<file path="config.mk">
export PLATFORM = sky130hd
export DESIGN_NAME = t03_vga_output_stage
export DESIGN_NICKNAME = d
export VERILOG_FILES = /design/src/rtl/t03_vga_output_stage.sv
export SDC_FILE = /design/constraint.sdc
export NUM_CORES = 1
export LEC_CHECK = 0
export ABC_CLOCK_PERIOD_IN_PS = 4700
export BUFFER_PORTS_ARGS = -buffer_cell sky130_fd_sc_hd__buf_2
export CAP_MARGIN = 20
export CORE_UTILIZATION = 32
export CTS_BUF_LIST = sky130_fd_sc_hd__clkbuf_16
export DETAILED_ROUTE_END_ITERATION = 8
export PLACE_DENSITY = 0.66
export REMOVE_ABC_BUFFERS = 1
export SYNTH_ARGS = -nofsm -noshare
export SYNTH_HDL_FRONTEND = slang
export SYNTH_SLANG_ARGS = --single-unit
</file>
<file path="constraint.sdc">
create_clock -name clk -period 4.7 [get_ports clk]
set_clock_uncertainty 0.05 [all_clocks]
set_input_delay 0.235 -clock clk [delete_from_list [all_inputs] [get_ports clk]]
set_output_delay 0.235 -clock clk [all_outputs]
set_load 0.01 [all_outputs]
</file>
<file path="src/rtl/t03_vga_output_stage.sv">
// VGA raster timing generator and fixed-priority pixel compositor.
// Counters address the layer blocks; two pipeline stages re-align the
// layers' registered colours with their flags and with sync/de.
module t03_vga_output_stage #(
  parameter int unsigned H_VISIBLE = 640,
  parameter int unsigned H_FP      = 16,
  parameter int unsigned H_SYNC    = 96,
  parameter int unsigned H_BP      = 48,
  parameter int unsigned V_VISIBLE = 480,
  parameter int unsigned V_FP      = 10,
  parameter int unsigned V_SYNC    = 2,
  parameter int unsigned V_BP      = 33,
  parameter logic [7:0]  BG_COLOR  = 8'h00
) (
  input  logic        clk,
  input  logic        rst,
  input  logic [3:0]  layer_en,
  input  logic [31:0] layer_color,
  output logic [10:0] Hcnt,
  output logic [10:0] Vcnt,
  output logic        hsync,
  output logic        vsync,
  output logic        de,
  output logic [2:0]  red,
  output logic [2:0]  green,
  output logic [1:0]  blue,
  output logic        frame_tick
);

  localparam int unsigned CW      = 11;
  localparam int unsigned NL      = 4;
  localparam int unsigned PW      = 8;
  localparam int unsigned H_TOTAL = H_VISIBLE + H_FP + H_SYNC + H_BP;
  localparam int unsigned V_TOTAL = V_VISIBLE + V_FP + V_SYNC + V_BP;

  localparam logic [CW-1:0] H_LAST  = CW'(H_TOTAL - 1);
  localparam logic [CW-1:0] V_LAST  = CW'(V_TOTAL - 1);
  localparam logic [CW-1:0] H_VIS   = CW'(H_VISIBLE);
  localparam logic [CW-1:0] V_VIS   = CW'(V_VISIBLE);
  localparam logic [CW-1:0] HS_BEG  = CW'(H_VISIBLE + H_FP);
  localparam logic [CW-1:0] HS_END  = CW'(H_VISIBLE + H_FP + H_SYNC);
  localparam logic [CW-1:0] VS_BEG  = CW'(V_VISIBLE + V_FP);
  localparam logic [CW-1:0] VS_END  = CW'(V_VISIBLE + V_FP + V_SYNC);

  logic          w_visible;
  logic          w_hs_act;
  logic          w_vs_act;
  logic [NL-1:0] r_en_d;
  logic          r_vis_d;
  logic          r_hs_d;
  logic          r_vs_d;
  logic [PW-1:0] w_pix;

  // Raster counters: Hcnt every clock, Vcnt on each line wrap
  always_ff @(posedge clk or posedge rst) begin
    if (rst) begin
      Hcnt <= '0;
      Vcnt <= '0;
    end else if (Hcnt == H_LAST) begin
      Hcnt <= '0;
      Vcnt <= (Vcnt == V_LAST) ? '0 : Vcnt + CW'(1);
    end else begin
      Hcnt <= Hcnt + CW'(1);
    end
  end

  // Visible region and sync windows decoded from the current counters
  always_comb begin
    w_visible = (Hcnt < H_VIS) && (Vcnt < V_VIS);
    w_hs_act  = (Hcnt >= HS_BEG) && (Hcnt < HS_END);
    w_vs_act  = (Vcnt >= VS_BEG) && (Vcnt < VS_END);
  end

  // Stage 1: delay flags one clock to meet the layers' registered colours
  // (syncs held active-high here so a cleared register means inactive)
  always_ff @(posedge clk or posedge rst) begin
    if (rst) begin
      r_en_d  <= '0;
      r_vis_d <= 1'b0;
      r_hs_d  <= 1'b0;
      r_vs_d  <= 1'b0;
    end else begin
      r_en_d  <= layer_en;
      r_vis_d <= w_visible;
      r_hs_d  <= w_hs_act;
      r_vs_d  <= w_vs_act;
    end
  end

  // Compositor: lowest-index owning layer wins, blanking forces black
  always_comb begin
    w_pix = BG_COLOR;
    for (int i = int'(NL) - 1; i >= 0; i--) begin
      if (r_en_d[i]) w_pix = layer_color[PW*i +: PW];
    end
    if (!r_vis_d) w_pix = '0;
  end

  // Stage 2: registered pixel, data enable and active-low syncs
  always_ff @(posedge clk or posedge rst) begin
    if (rst) begin
      red   <= '0;
      green <= '0;
      blue  <= '0;
      de    <= 1'b0;
      hsync <= 1'b1;
      vsync <= 1'b1;
    end else begin
      {red, green, blue} <= w_pix;
      de    <= r_vis_d;
      hsync <= ~r_hs_d;
      vsync <= ~r_vs_d;
    end
  end

  // Start of vertical blanking, decoded from the registered counters
  assign frame_tick = (Hcnt == '0) && (Vcnt == V_VIS);

endmodule

</file>
# Word-level counts from Yosys, hierarchy flattened
# Cells that the tools add are included.
op_classes:
  addsub: 2
  order_cmp: 6
  eq_ne: 3
  muxes: 7
  bitwise: 2
  reduce_logical: 5
op_table:
  columns: ["cell", "count"]
  rows:
  - ["8-bit 2-to-1 mux", 5]
  - ["11-bit by 1-bit adder with 11-bit output (second input constant)", 2]
  - ["11-bit by 10-bit equality test with 1-bit output (second input constant)", 2]
  - ["11-bit by 10-bit < comparator with 1-bit output (second input constant)", 2]
  - ["11-bit by 9-bit < comparator with 1-bit output (second input constant)", 2]
  - ["11-bit 2-to-1 mux", 2]
  - ["11-bit by 9-bit equality test with 1-bit output (second input constant)", 1]
  - ["11-bit by 10-bit greater-or-equal comparator with 1-bit output (second input constant)", 1]
  - ["11-bit by 9-bit greater-or-equal comparator with 1-bit output (second input constant)", 1]
  - ["11-bit zero test", 1]
  - ["1-bit logical AND", 4]
  - ["1-bit NOT", 2]
totals:
  ff_bits: 40
  output_inout_bits: 34
  word_cells: 37

# Depth between registers and ports, before layout
# Gate-level depths: netlist of the first run.
logic_depth:
  ltp_word: 5
  mapped_depth: 7
  ltp_nobuf: 6

# Least setup slack after synthesis of the first run
# OpenSTA, ideal clock, no wires.
synth_path:
  path_kind: "reg-to-reg"
  from: "reg Hcnt[0]"
  to: "reg Vcnt[10]"
  t_arrival_ns: 1.571
  path_slack_ns: 3.000
  path_stages_with_launch: 7
  n_path_buf: 1
  synth_period_minus_slack_ns: 1.700
  cell_sequence: "dfrtp_1 > ha_1 > and4_1 > buf_4 > nand3_4 > nor4_1 > xor2_1"
synth_between:
  elab_chain_len: 1
synth_rtl:
  columns: ["element", "line", "text"]
  rows:
  - ["start: declaration", "19", "output logic [10:0] Hcnt,"]
  - ["start signal: assignment", "63", "Hcnt <= Hcnt + CW'(1);"]
  - ["11-bit by 10-bit equality test with 1-bit output", "59", "end else if (Hcnt == H_LAST) begin"]
  - ["end signal: assignment", "61", "Vcnt <= (Vcnt == V_LAST) ? '0 : Vcnt + CW'(1);"]
  - ["end: declaration", "20", "output logic [10:0] Vcnt,"]
# No other way between the ends.
# A chain may end at the register's enable or synchronous reset.

# Worst setup path after layout of the first run
layout_path:
  from: "reg Vcnt[6]"
  to: "out frame_tick"
layout_between:
  elab_chain_len: 2
layout_rtl:
  columns: ["element", "line", "text"]
  rows:
  - ["11-bit by 9-bit equality test with 1-bit output", "117", "assign frame_tick = (Hcnt == '0) && (Vcnt == V_VIS);"]
  - ["1-bit logical AND", "117", null]
  - ["end: declaration", "27", "output logic frame_tick"]
# No other way between the ends.

==> reports/summary.txt, run 1 <==
VDD IR max -> 0.000142 V
Final WL -> 4.42 mm
Crit path from -> Vcnt[6]$_DFFE_PP0N_
Final setup violation count -> 0
Slew Viols, Final -> 0
Post-synth top area share -> 49.6%
Core ar. -> 5640 um2
Highest-delay cell along the critical path -> dfrtp_1
Initial antenna violation count -> 0
Clock transition at the registers of the reported paths -> 60 ps
Die X -> 79.4 um
DRC viols -> 0
Global-route wire length before repair -> 7.46 mm
Largest net degree at the start of global routing -> 41
Cell variety after synth -> 35
Total GRT Usage -> 15.4%
Most common cell after layout, fill and taps aside -> buf_2
Postcts setup bufs -> 0
Via density -> 4.92
PostCTS Resize Cnt -> 0
WHS Endpoint -> r_en_d[1]$_DFF_PP0_
CTS tree -> built
Num rows -> 27
Die footprint -> 6310 um2
Reg2reg path depth -> 5
Startpoint types -> register
Worst path max stage delay -> 460 ps
Clock Latency Late Sink -> 280 ps
Final core utilization -> 44.1%
Clock sink count -> 40
HP Start -> layer_en[1]
Worst slew margin -> 66.6%
Crit path max-delay family -> simple AND/OR/NAND/NOR gates
Routed WL per cell -> 13.3 um
H-tree depth -> 2
YS warnings -> 0
Final worst path period share -> 45.2%
Area Overhead vs Synth -> 29.7%
Worst setup path class -> register to primary output
Via count -> 1639
Post-route setup TNS -> 0 ps
Unrepaired setup endpoints after global routing -> false
I/O pins -> 72
Leakage -> 1.21 nW
Die height -> 79.4 um
Initial DRT Pass Iterations -> 4
WP data required -> 4410 ps
Initial DRC count -> 100
FILL cells -> 530
Reg-to-Reg Start -> Hcnt[0]$_DFF_PP0_
Hold buffer count at cts -> 0
Mean post-synth cell area -> 10.2 um2
Maxcap violations -> 0
Diode count -> 0
Fin crit period -> 2120 ps
DRT antenna net count -> 0
Placed cell areas -> 2320 um2
Seq/Total Area, Yosys -> 52.3%
GR Overflow Total -> 0
Ranking of synthesized cells by area -> dfrtp_1, a22o_1, inv_1
Hold Path Stages -> 1
Min-Delay Path Class -> primary input to register
Mapped Cells -> 188
Vias in the first global route -> 1518
Crit path capture type -> primary output
Crit Path Max Fanout -> 7
FF+latch count, synth -> 40
Fin area -> 2490 um2
Worst-margin pin slew -> 502 ps
Crit Reg-Reg Endpoint -> Vcnt[8]$_DFFE_PP0N_
Synth area leader -> dfrtp_1
Final HPWL DP -> 3.23 mm
Power density over the cells -> 296 nW/um2
I/O Buffers -> 71
GPL Wtd Cong -> 0.794
Post-Syn Area -> 1920 um2
Nets -> 302
CTS Root Cell -> clkbuf_16
Reg2reg setup slack -> 2810 ps
Longest Clk Path Bufs -> 2
Leading cell types in the layout, fill and taps excluded -> buf_2, dfrtp_1, inv_1
Cell Chain, Critical Path -> nand4_1, or3_1, nor3_1, buf_2
Status -> completed
Initial Util -> 34.0%
Fmax -> 471 MHz
Worst EP arrival -> 1840 ps
Final Hold Fails -> 0
CTS Buf Count -> 5
CP Buf/Inv Count -> 1
Share of layout cells above drive strength 1 -> 32.6%
[cells in the mapped netlist, drive strengths merged]
library cell and n:
dfstp 2, inv 17, o311a 1, nor2 8, a21oi 11, buf 6
a221oi 7, nor4b 2, dfrtp 38, xnor2 5, o21ai 9, nand4 8
nand2 13, o31ai 1, ha 4, nor3b 2, xor2 7, or3 3
nor3 6, and3 2, nand2b 1, and2 2, clkbuf 3, and4bb 1
a22o 8, nand3 9, and4 2, nand3b 2, nor2b 2, nor4 5
mux2 1
[stage by stage]
step	worst slack (ps)	total power [mW]	hold WS, ps	instances
after global routing	2490	0.773	0.286	333
after floorplan	2970	0.387	216	179
after detailed placement	2830	0.414	294	323
after global placement	2920	0.413	293	323
after CTS	2630	0.745	1.10	331
final	2580	0.736	9.04	333
[report_power, final]
group	total, mW	switching (mW)	leakage [nW]	internal (mW)
clock	0.328	0.133	0.0736	0.195
sequential	0.357	0.00450	0.502	0.352
combinational	0.0510	0.0245	0.635	0.0265
total	0.736	0.162	1.21	0.574
[flip-flops by register name, indices dropped and copies added (netlist names)]
register  flops
Hcnt         11
Vcnt         11
r_en_d        4
green         3
red           3
blue          2
de            1
hsync         1
r_hs_d        1
r_vis_d       1
r_vs_d        1
vsync         1
[per-layer routing]
metal / vias to the layer above / part of all wire [%] / GRT usage, %
met4: 0 / 0.97 / 5.82
met5: - / 0 / 0
li1: 823 / - / -
met3: 4 / 4.4 / 5.03
met2: 39 / 47 / 22.4
met1: 773 / 48 / 21.1
[worst max-delay path by stage]
stage                           endpoint  depth (start not counted)
finish                        frame_tick                          4
floorplan           Vcnt[10]$_DFFE_PP0N_                          5
CTS                           frame_tick                          4
detailed placement   Vcnt[4]$_DFFE_PP0N_                          5
global route                  frame_tick                          4
global placement     Vcnt[8]$_DFFE_PP0N_                          5
[cells by family after synthesis]
| family | after synthesis | synth area share, % |
|---|---|---|
| xor gates and xnor gates | 12 | 5.48 |
| adders and majority gates | 4 | 2.61 |
| and+or+nand+nor | 68 | 20.2 |
| DFF | 40 | 52.3 |
| muxes | 1 | 0.587 |
| buffers and inverters | 26 | 5.81 |
| AOI/OAI and AO/OA | 37 | 13.0 |
[area by class of cell]
cell class / instances / area [um2] / area share [%]
clock buffers: 5 / 125 / 5.03
clock inverters: 3 / 18.8 / 0.755
inverters: 17 / 63.8 / 2.57
multi-input cells: 122 / 803 / 32.3
flip-flops and latches: 40 / 1000 / 40.3
well taps: 72 / 90.1 / 3.62
repair buffers: 74 / 383 / 15.4
Note: power is estimated with default switching activity, not from simulation.
==> run 2: changes to the inputs <==
--- a/config.mk
+++ b/config.mk
@@ -5,13 +5,13 @@
 export SDC_FILE = /design/constraint.sdc
 export NUM_CORES = 1
 export LEC_CHECK = 0
-export ABC_CLOCK_PERIOD_IN_PS = 4700
+export ABC_CLOCK_PERIOD_IN_PS = 1770
 export BUFFER_PORTS_ARGS = -buffer_cell sky130_fd_sc_hd__buf_2
 export CAP_MARGIN = 20
 export CORE_UTILIZATION = 32
 export CTS_BUF_LIST = sky130_fd_sc_hd__clkbuf_16
 export DETAILED_ROUTE_END_ITERATION = 8
-export PLACE_DENSITY = 0.66
+export PLACE_DENSITY = 0.68
 export REMOVE_ABC_BUFFERS = 1
 export SYNTH_ARGS = -nofsm -noshare
 export SYNTH_HDL_FRONTEND = slang
==> constraint.sdc (replaced) <==
create_clock -name clk -period 1.77 [get_ports clk]
set_clock_uncertainty 0.05 [all_clocks]
set_input_delay 0.0885 -clock clk [delete_from_list [all_inputs] [get_ports clk]]
set_output_delay 0.0885 -clock clk [all_outputs]
set_load 0.01 [all_outputs]
==> run 2 against run 1 <==
  * Die area unchanged
  * Via count is 8.7% higher
  * Clock power rose to 3.1 times the previous value
  * Clock-buffer cell count stayed put
  * Routed wire length grew 14%
  * Largest power group is now clock
==> reports/summary.txt, run 2 (synthesis results as in run 1) <==
Slew Viols, Final -> 0 (unchanged)
Via count -> 1781 (+8.7%)
Core ar. -> 5640 um2 (unchanged)
Via density -> 4.95 (+0.51%)
Routed wl met3 -> 232 um (+19%)
Highest-delay cell along the critical path -> dfrtp_1
Initial DRT Pass Iterations -> 4 (unchanged)
Multi-input gate area -> 856 um2 (+6.5%)
Initial antenna violation count -> 0 (unchanged)
CTS tree -> built
DR top layer -> met4
Die height -> 79.4 um (unchanged)
Nets -> 329 (+8.9%)
CTS Root Cell -> clkbuf_16
FILL cells -> 539 (+1.7%)
Crit path capture type -> primary output
Worst setup path class -> register to primary output
Clock Latency Late Sink -> 280 ps (about the same)
Cell Chain, Critical Path -> nand4_1, or3_4, nor3_4, buf_2
Final setup violation count -> 0 (unchanged)
Seq. cell area -> 1000 um2 (+0.12%)
Leakage -> 1.37 nW (+13%)
Startpoint types -> register
Final Hold Fails -> 0 (unchanged)
Maxcap violations -> 0 (unchanged)
Final HPWL DP -> 3.57 mm (+11%)
Area Overhead vs Synth -> 45.6%
Die X -> 79.4 um (unchanged)
Diode count -> 0 (unchanged)
Leading cell types in the layout, fill and taps excluded -> buf_2, dfrtp_1, buf_4
Longest Clk Path Bufs -> 2 (unchanged)
DRC viols -> 0 (unchanged)
Metal2 WL -> 2.60 mm (+26%)
Largest net degree at the start of global routing -> 41 (unchanged)
Final worst path period share -> 96.9%
Final core utilization -> 49.5% (+5.4 points)
VDD IR max -> 0.000389 V (+170%)
Worst path max stage delay -> 390 ps (-70 ps)
Initial DRC count -> 92 (-8.0%)
Met1 Routed Length -> 2.12 mm (-0.14%)
Routed WL per cell -> 14.0 um (+5.6%)
Power density over the cells -> 758 nW/um2 (+160%)
Min-Delay Path Class -> primary input to register
WHS -> 5.65 ps (-3.40 ps)
Total power -> 2.12 mW (+190%)
CTS Buf Count -> 5 (unchanged)
I/O Buffers -> 71 (unchanged)
DRT antenna net count -> 0 (unchanged)
H-tree depth -> 2 (unchanged)
Clock sink count -> 40 (unchanged)
I/O pins -> 72 (unchanged)
Worst slew margin -> 66.0% (-0.57 points)
Num rows -> 27 (unchanged)
WP data required -> 1630 ps (-2780 ps)
Fin crit period -> 1720 ps
Unrepaired setup endpoints after global routing -> true
Status -> completed
Global-route wire length before repair -> 8.28 mm (+11%)
Crit Path Max Fanout -> 4 (-3)
Fmax -> 583 MHz
GPL Wtd Cong -> 0.834 (+5.1%)
Worst EP arrival -> 1580 ps (-260 ps)
Die footprint -> 6310 um2 (unchanged)
GR Overflow Total -> 0 (unchanged)
Total GRT Usage -> 17.1% (+1.7 points)
Worst-margin pin slew -> 509 ps (+7.52 ps)
Share of layout cells above drive strength 1 -> 38.5% (+6.0 points)
Vias in the first global route -> 1803 (+19%)
Clock transition at the registers of the reported paths -> 60 ps (about the same)
Initial Util -> 34.0% (unchanged)
Final WL -> 5.05 mm (+14%)
Largest regs -> Hcnt: 11 flops, Vcnt: 11 flops, r_en_d: 4 flops
Post-route setup TNS -> 0 ps (unchanged)
Most common cell after layout, fill and taps aside -> buf_2
==> run 2: final cells by class <==
class	count	area share (%)
timing repair buffer	101	21.9
multi-input combinational	122	30.6
tap	72	3.23
clock inverter	3	1.52
sequential	40	36.0
clock buffer	5	4.48
inverter	17	2.28
==> run 2: final timing paths <==
path | end | startpoint | cells past startpoint | slack (ps)
worst max-delay path | frame_tick | Vcnt[7]$_DFFE_PP0N_ | 4 | 50
worst min-delay path | green[2]$_DFF_PP0_ | layer_color[4] | 2 | 6
worst max register to register | Vcnt[3]$_DFFE_PP0N_ | Vcnt[1]$_DFFE_PP0N_ | 6 | 60
worst min register to register | vsync$_DFF_PP1_ | r_vs_d$_DFF_PP0_ | 1 | 300
max in group asynchronous | Hcnt[3]$_DFF_PP0_ | rst | 4 | 880
min in group asynchronous | r_en_d[0]$_DFF_PP0_ | rst | 4 | 420
==> run 2: through the flow <==
| step | instances | worst slack [ps] | cell area [um2] |
|---|---|---|---|
| after floorplan | 179 | 38.3 | 1870 |
| after global placement | 335 | 128 | 2410 |
| after detailed placement | 335 | 60.6 | 2410 |
| after CTS | 358 | 1.22 | 2740 |
| after global routing | 360 | -36.9 | 2790 |
| final | 360 | 54.8 | 2790 |
==> run 2: critical path: cells and delay by family, from the launching register on <==
family | cells | cell delay [ps]
DFF | 1 | 390
and+or+nand+nor | 3 | 740
buffers and inverters | 1 | 160
==> run 2: where the power goes <==
group	total, mW	internal, mW	leakage [nW]	switching (mW)
clock	1.02	0.662	0.0798	0.355
sequential	0.947	0.935	0.500	0.0115
combinational	0.155	0.0848	0.787	0.0702
==> run 2: timing repair <==
| item | 4_1_cts | 5_1_grt |
|---|---|---|
| endpoints found under the setup margin | 1 | 4 |
| hold buffers | 12 | 0 |
| pin swaps | 0 | 3 |
| endpoints found under the hold margin | 49 | 0 |
| cloned | 0 | 0 |
| setup buffers | 3 | 2 |
| resized for setup | 2 | 9 |
==> run 2: metal layers <==
layer / up-vias / GRT usage [%]
met5: - / 0
met4: 0 / 7.45
met3: 8 / 3.31
met2: 56 / 29.4
met1: 850 / 20.6
li1: 867 / -
==> run 3: changes to the inputs <==
--- a/config.mk
+++ b/config.mk
@@ -6,12 +6,12 @@
 export NUM_CORES = 1
 export LEC_CHECK = 0
 export ABC_CLOCK_PERIOD_IN_PS = 1770
-export BUFFER_PORTS_ARGS = -buffer_cell sky130_fd_sc_hd__buf_2
 export CAP_MARGIN = 20
 export CORE_UTILIZATION = 32
 export CTS_BUF_LIST = sky130_fd_sc_hd__clkbuf_16
 export DETAILED_ROUTE_END_ITERATION = 8
-export PLACE_DENSITY = 0.68
+export DONT_BUFFER_PORTS = 1
+export PLACE_DENSITY = 0.57
 export REMOVE_ABC_BUFFERS = 1
 export SYNTH_ARGS = -nofsm -noshare
 export SYNTH_HDL_FRONTEND = slang
==> run 3 against run 2 <==
  * Cell count is 17% lower
  * Total power shrank 10%
  * Clock-buffer cell count stayed put
  * Global-route usage down 1.3 points
  * Critical endpoint unchanged
  * Routed wire length is 8.1% lower
  * Sequential power up 1%
  * Critical path type unchanged
  * Via count decreased by 13%
  * Core utilization down 5.6 points
  * Largest power group is now registers
  * Maximum frequency grew 1.5%
  * Critical path depth unchanged
  * Final area down 11%
  * Worst hold slack better by 48 ps
==> reports/summary.txt, run 3 (synthesis results as in run 1) <==
Status -> completed
Total power -> 1.90 mW (-10%)
Share of layout cells above drive strength 1 -> 20.8% (-18 points)
Min-Delay Path Class -> primary input to register
HP Start -> layer_color[15]
Clock Latency Late Sink -> 280 ps (about the same)
Logic gate share of total power -> 4.9% (-2.4 points)
Met1 Use GR -> 19.6% (-1.1 points)
Leakage -> 1.10 nW (-20%)
CTS Root Cell -> clkbuf_16
H-tree depth -> 2 (unchanged)
Internal power -> 1.49 mW (-11%)
CTS tree -> built
Crit Reg-Reg Endpoint -> Vcnt[10]$_DFFE_PP0N_
Final setup violation count -> 0 (unchanged)
Slew Viols, Final -> 0 (unchanged)
Num rows -> 27 (unchanged)
Worst-margin pin slew -> 511 ps (+1.53 ps)
Initial antenna violation count -> 0 (unchanged)
Maxcap violations -> 0 (unchanged)
Crit path capture type -> primary output
Core ar. -> 5640 um2 (unchanged)
Routed WL per cell -> 15.6 um (+11%)
Die footprint -> 6310 um2 (unchanged)
Diode count -> 0 (unchanged)
Leading cell types in the layout, fill and taps excluded -> dfrtp_1, buf_4, inv_1
Largest regs -> Hcnt: 11 flops, Vcnt: 11 flops, r_en_d: 4 flops
Most common cell after layout, fill and taps aside -> dfrtp_1
Die height -> 79.4 um (unchanged)
Worst EP arrival -> 1550 ps (-30 ps)
Fmax -> 592 MHz (+1.5%)
Final worst path period share -> 95.5% (-1.4 points)
Initial DRT Pass Iterations -> 5 (+1)
Vias in the first global route -> 1604 (-11%)
Final core utilization -> 43.9% (-5.6 points)
Fin crit period -> 1690 ps (-25.4 ps)
Multi-input gate area -> 853 um2 (-0.29%)
Die X -> 79.4 um (unchanged)
Reg2reg setup slack -> 170 ps (+110 ps)
Clock network fraction of total power -> 44.7% (-3.3 points)
Global-route wire length before repair -> 7.65 mm (-7.6%)
I/O Buffers -> 0 (-100%)
Final WL -> 4.64 mm (-8.1%)
Post-route setup TNS -> 0 ps (unchanged)
FILL cells -> 535 (-0.74%)
Area Overhead vs Synth -> 29.0%
Initial DRC count -> 88 (-4.3%)
Setup slack at placement -> 116 ps (+55.6 ps)
Crit Path Max Fanout -> 4 (unchanged)
GPL Wtd Cong -> 0.824 (-1.2%)
Met3 Resource Use GR -> 4.80% (+1.5 points)
Worst setup path class -> register to primary output
GR peak layer -> met2
I/O pins -> 72 (unchanged)
Startpoint types -> register
Final HPWL DP -> 3.33 mm (-6.7%)
DRT antenna net count -> 0 (unchanged)
VDD IR max -> 0.000380 V (-2.4%)
Reg-to-Reg Start -> Hcnt[0]$_DFF_PP0_
Final Hold Fails -> 0 (unchanged)
Clock sink count -> 40 (unchanged)
Reg2reg path depth -> 5 (-1)
CTS Buf Count -> 5 (unchanged)
Switching power -> 410 uW (-6.1%)
Via density -> 5.21 (+5.3%)
Largest net degree at the start of global routing -> 41 (unchanged)
WP data required -> 1630 ps (about the same)
Total GRT Usage -> 15.8% (-1.3 points)
Sw Share -> 21.5% (+0.94 points)
Placed cell areas -> 2150 um2 (-11%)
Fin area -> 2470 um2 (-11%)
Hold Path Stages -> 3 (+1)
Unrepaired setup endpoints after global routing -> false
Final WS setup -> 80.2 ps (+25.4 ps)
GR Overflow Total -> 0 (unchanged)
DRC viols -> 0 (unchanged)
Longest Clk Path Bufs -> 2 (unchanged)
Via count -> 1553 (-13%)
Nets -> 267 (-19%)
Initial Util -> 34.0% (unchanged)
Worst slew margin -> 65.9% (-0.10 points)
WHS Endpoint -> red[2]$_DFF_PP0_
Power density over the cells -> 769 nW/um2 (+1.4%)
Met2 usage -> 24.6% (-4.8 points)
Clock transition at the registers of the reported paths -> 60 ps (about the same)
Flop pwr share -> 50.4% (+5.7 points)
Seq. cell area -> 1000 um2 (unchanged)
run 3: cell types whose count changed in the layout (fill, tap and decap cells not counted):
| cell | previous run | this run |
|---|---|---|
| nor4b_2 | 0 | 1 |
| nor4_4 | 1 | 0 |
| inv_1 | 17 | 19 |
| buf_2 | 71 | 0 |
| nor4_2 | 2 | 3 |
| nor4b_1 | 2 | 1 |
| clkinvlp_4 | 1 | 0 |
| dlygate4sd3_1 | 12 | 13 |
| buf_4 | 18 | 26 |
| bufinv_16 | 1 | 0 |
run 3: layer usage:
metal / up-vias / share of wire, %
met4: 0 / 3.2
li1: 749 / -
met2: 59 / 47
met5: - / 0
met1: 730 / 44
met3: 15 / 6.3
run 3: area by class of cell:
class,count,share of cell area (%)
flip-flops and latches,40,40.6
multi-input cells,122,34.5
repair buffers,39,13.1
clock buffers,5,5.06
well taps,72,3.64
inverters,17,2.58
clock inverters,3,0.506
run 3: per-stage QoR:
step / instances / hold WS, ps
2_1_floorplan: 179 / 69.9
3_3_place_gp: 276 / 70.0
3_5_place_dp: 276 / 70.0
4_1_cts: 297 / 50.4
5_1_grt: 298 / 64.9
6_report: 298 / 53.7
run 3: critical path: stages (launching register included):
cell	delay, ps
dfrtp_1	420
nand4_1	170
or3_4	370
nor3_2	160
buf_4	160
run 3: repair_timing:
item	CTS	global route
gates resized for setup	3	8
setup buffers	0	1
pin swaps	0	3
endpoints found under the hold margin	50	0
setup endpoints to repair	1	9
hold buffers	13	0
run 3: how the worst max path moves through the flow:
stage                        start                  end  slack (ps)  depth (start not counted)
2_1_floorplan    Hcnt[0]$_DFF_PP0_  Vcnt[8]$_DFFE_PP0N_          40                          5
3_3_place_gp   Vcnt[0]$_DFFE_PP0N_  Vcnt[0]$_DFFE_PP0N_         160                          6
3_5_place_dp   Vcnt[0]$_DFFE_PP0N_  Vcnt[0]$_DFFE_PP0N_         120                          6
4_1_cts        Vcnt[5]$_DFFE_PP0N_           frame_tick          20                          4
5_1_grt        Vcnt[0]$_DFFE_PP0N_  Vcnt[3]$_DFFE_PP0N_           3                          6
6_report       Vcnt[5]$_DFFE_PP0N_           frame_tick          80                          4
run 3: power by group through the flow:
stage          clock network (mW)  logic (mW)  registers [mW]
2_1_floorplan                   0      0.0555           0.972
6_report                    0.850      0.0940           0.959
3_3_place_gp                    0      0.0714           0.975
4_1_cts                     0.875      0.0963           0.959
5_1_grt                     0.914       0.107           0.962
3_5_place_dp                    0      0.0728           0.976
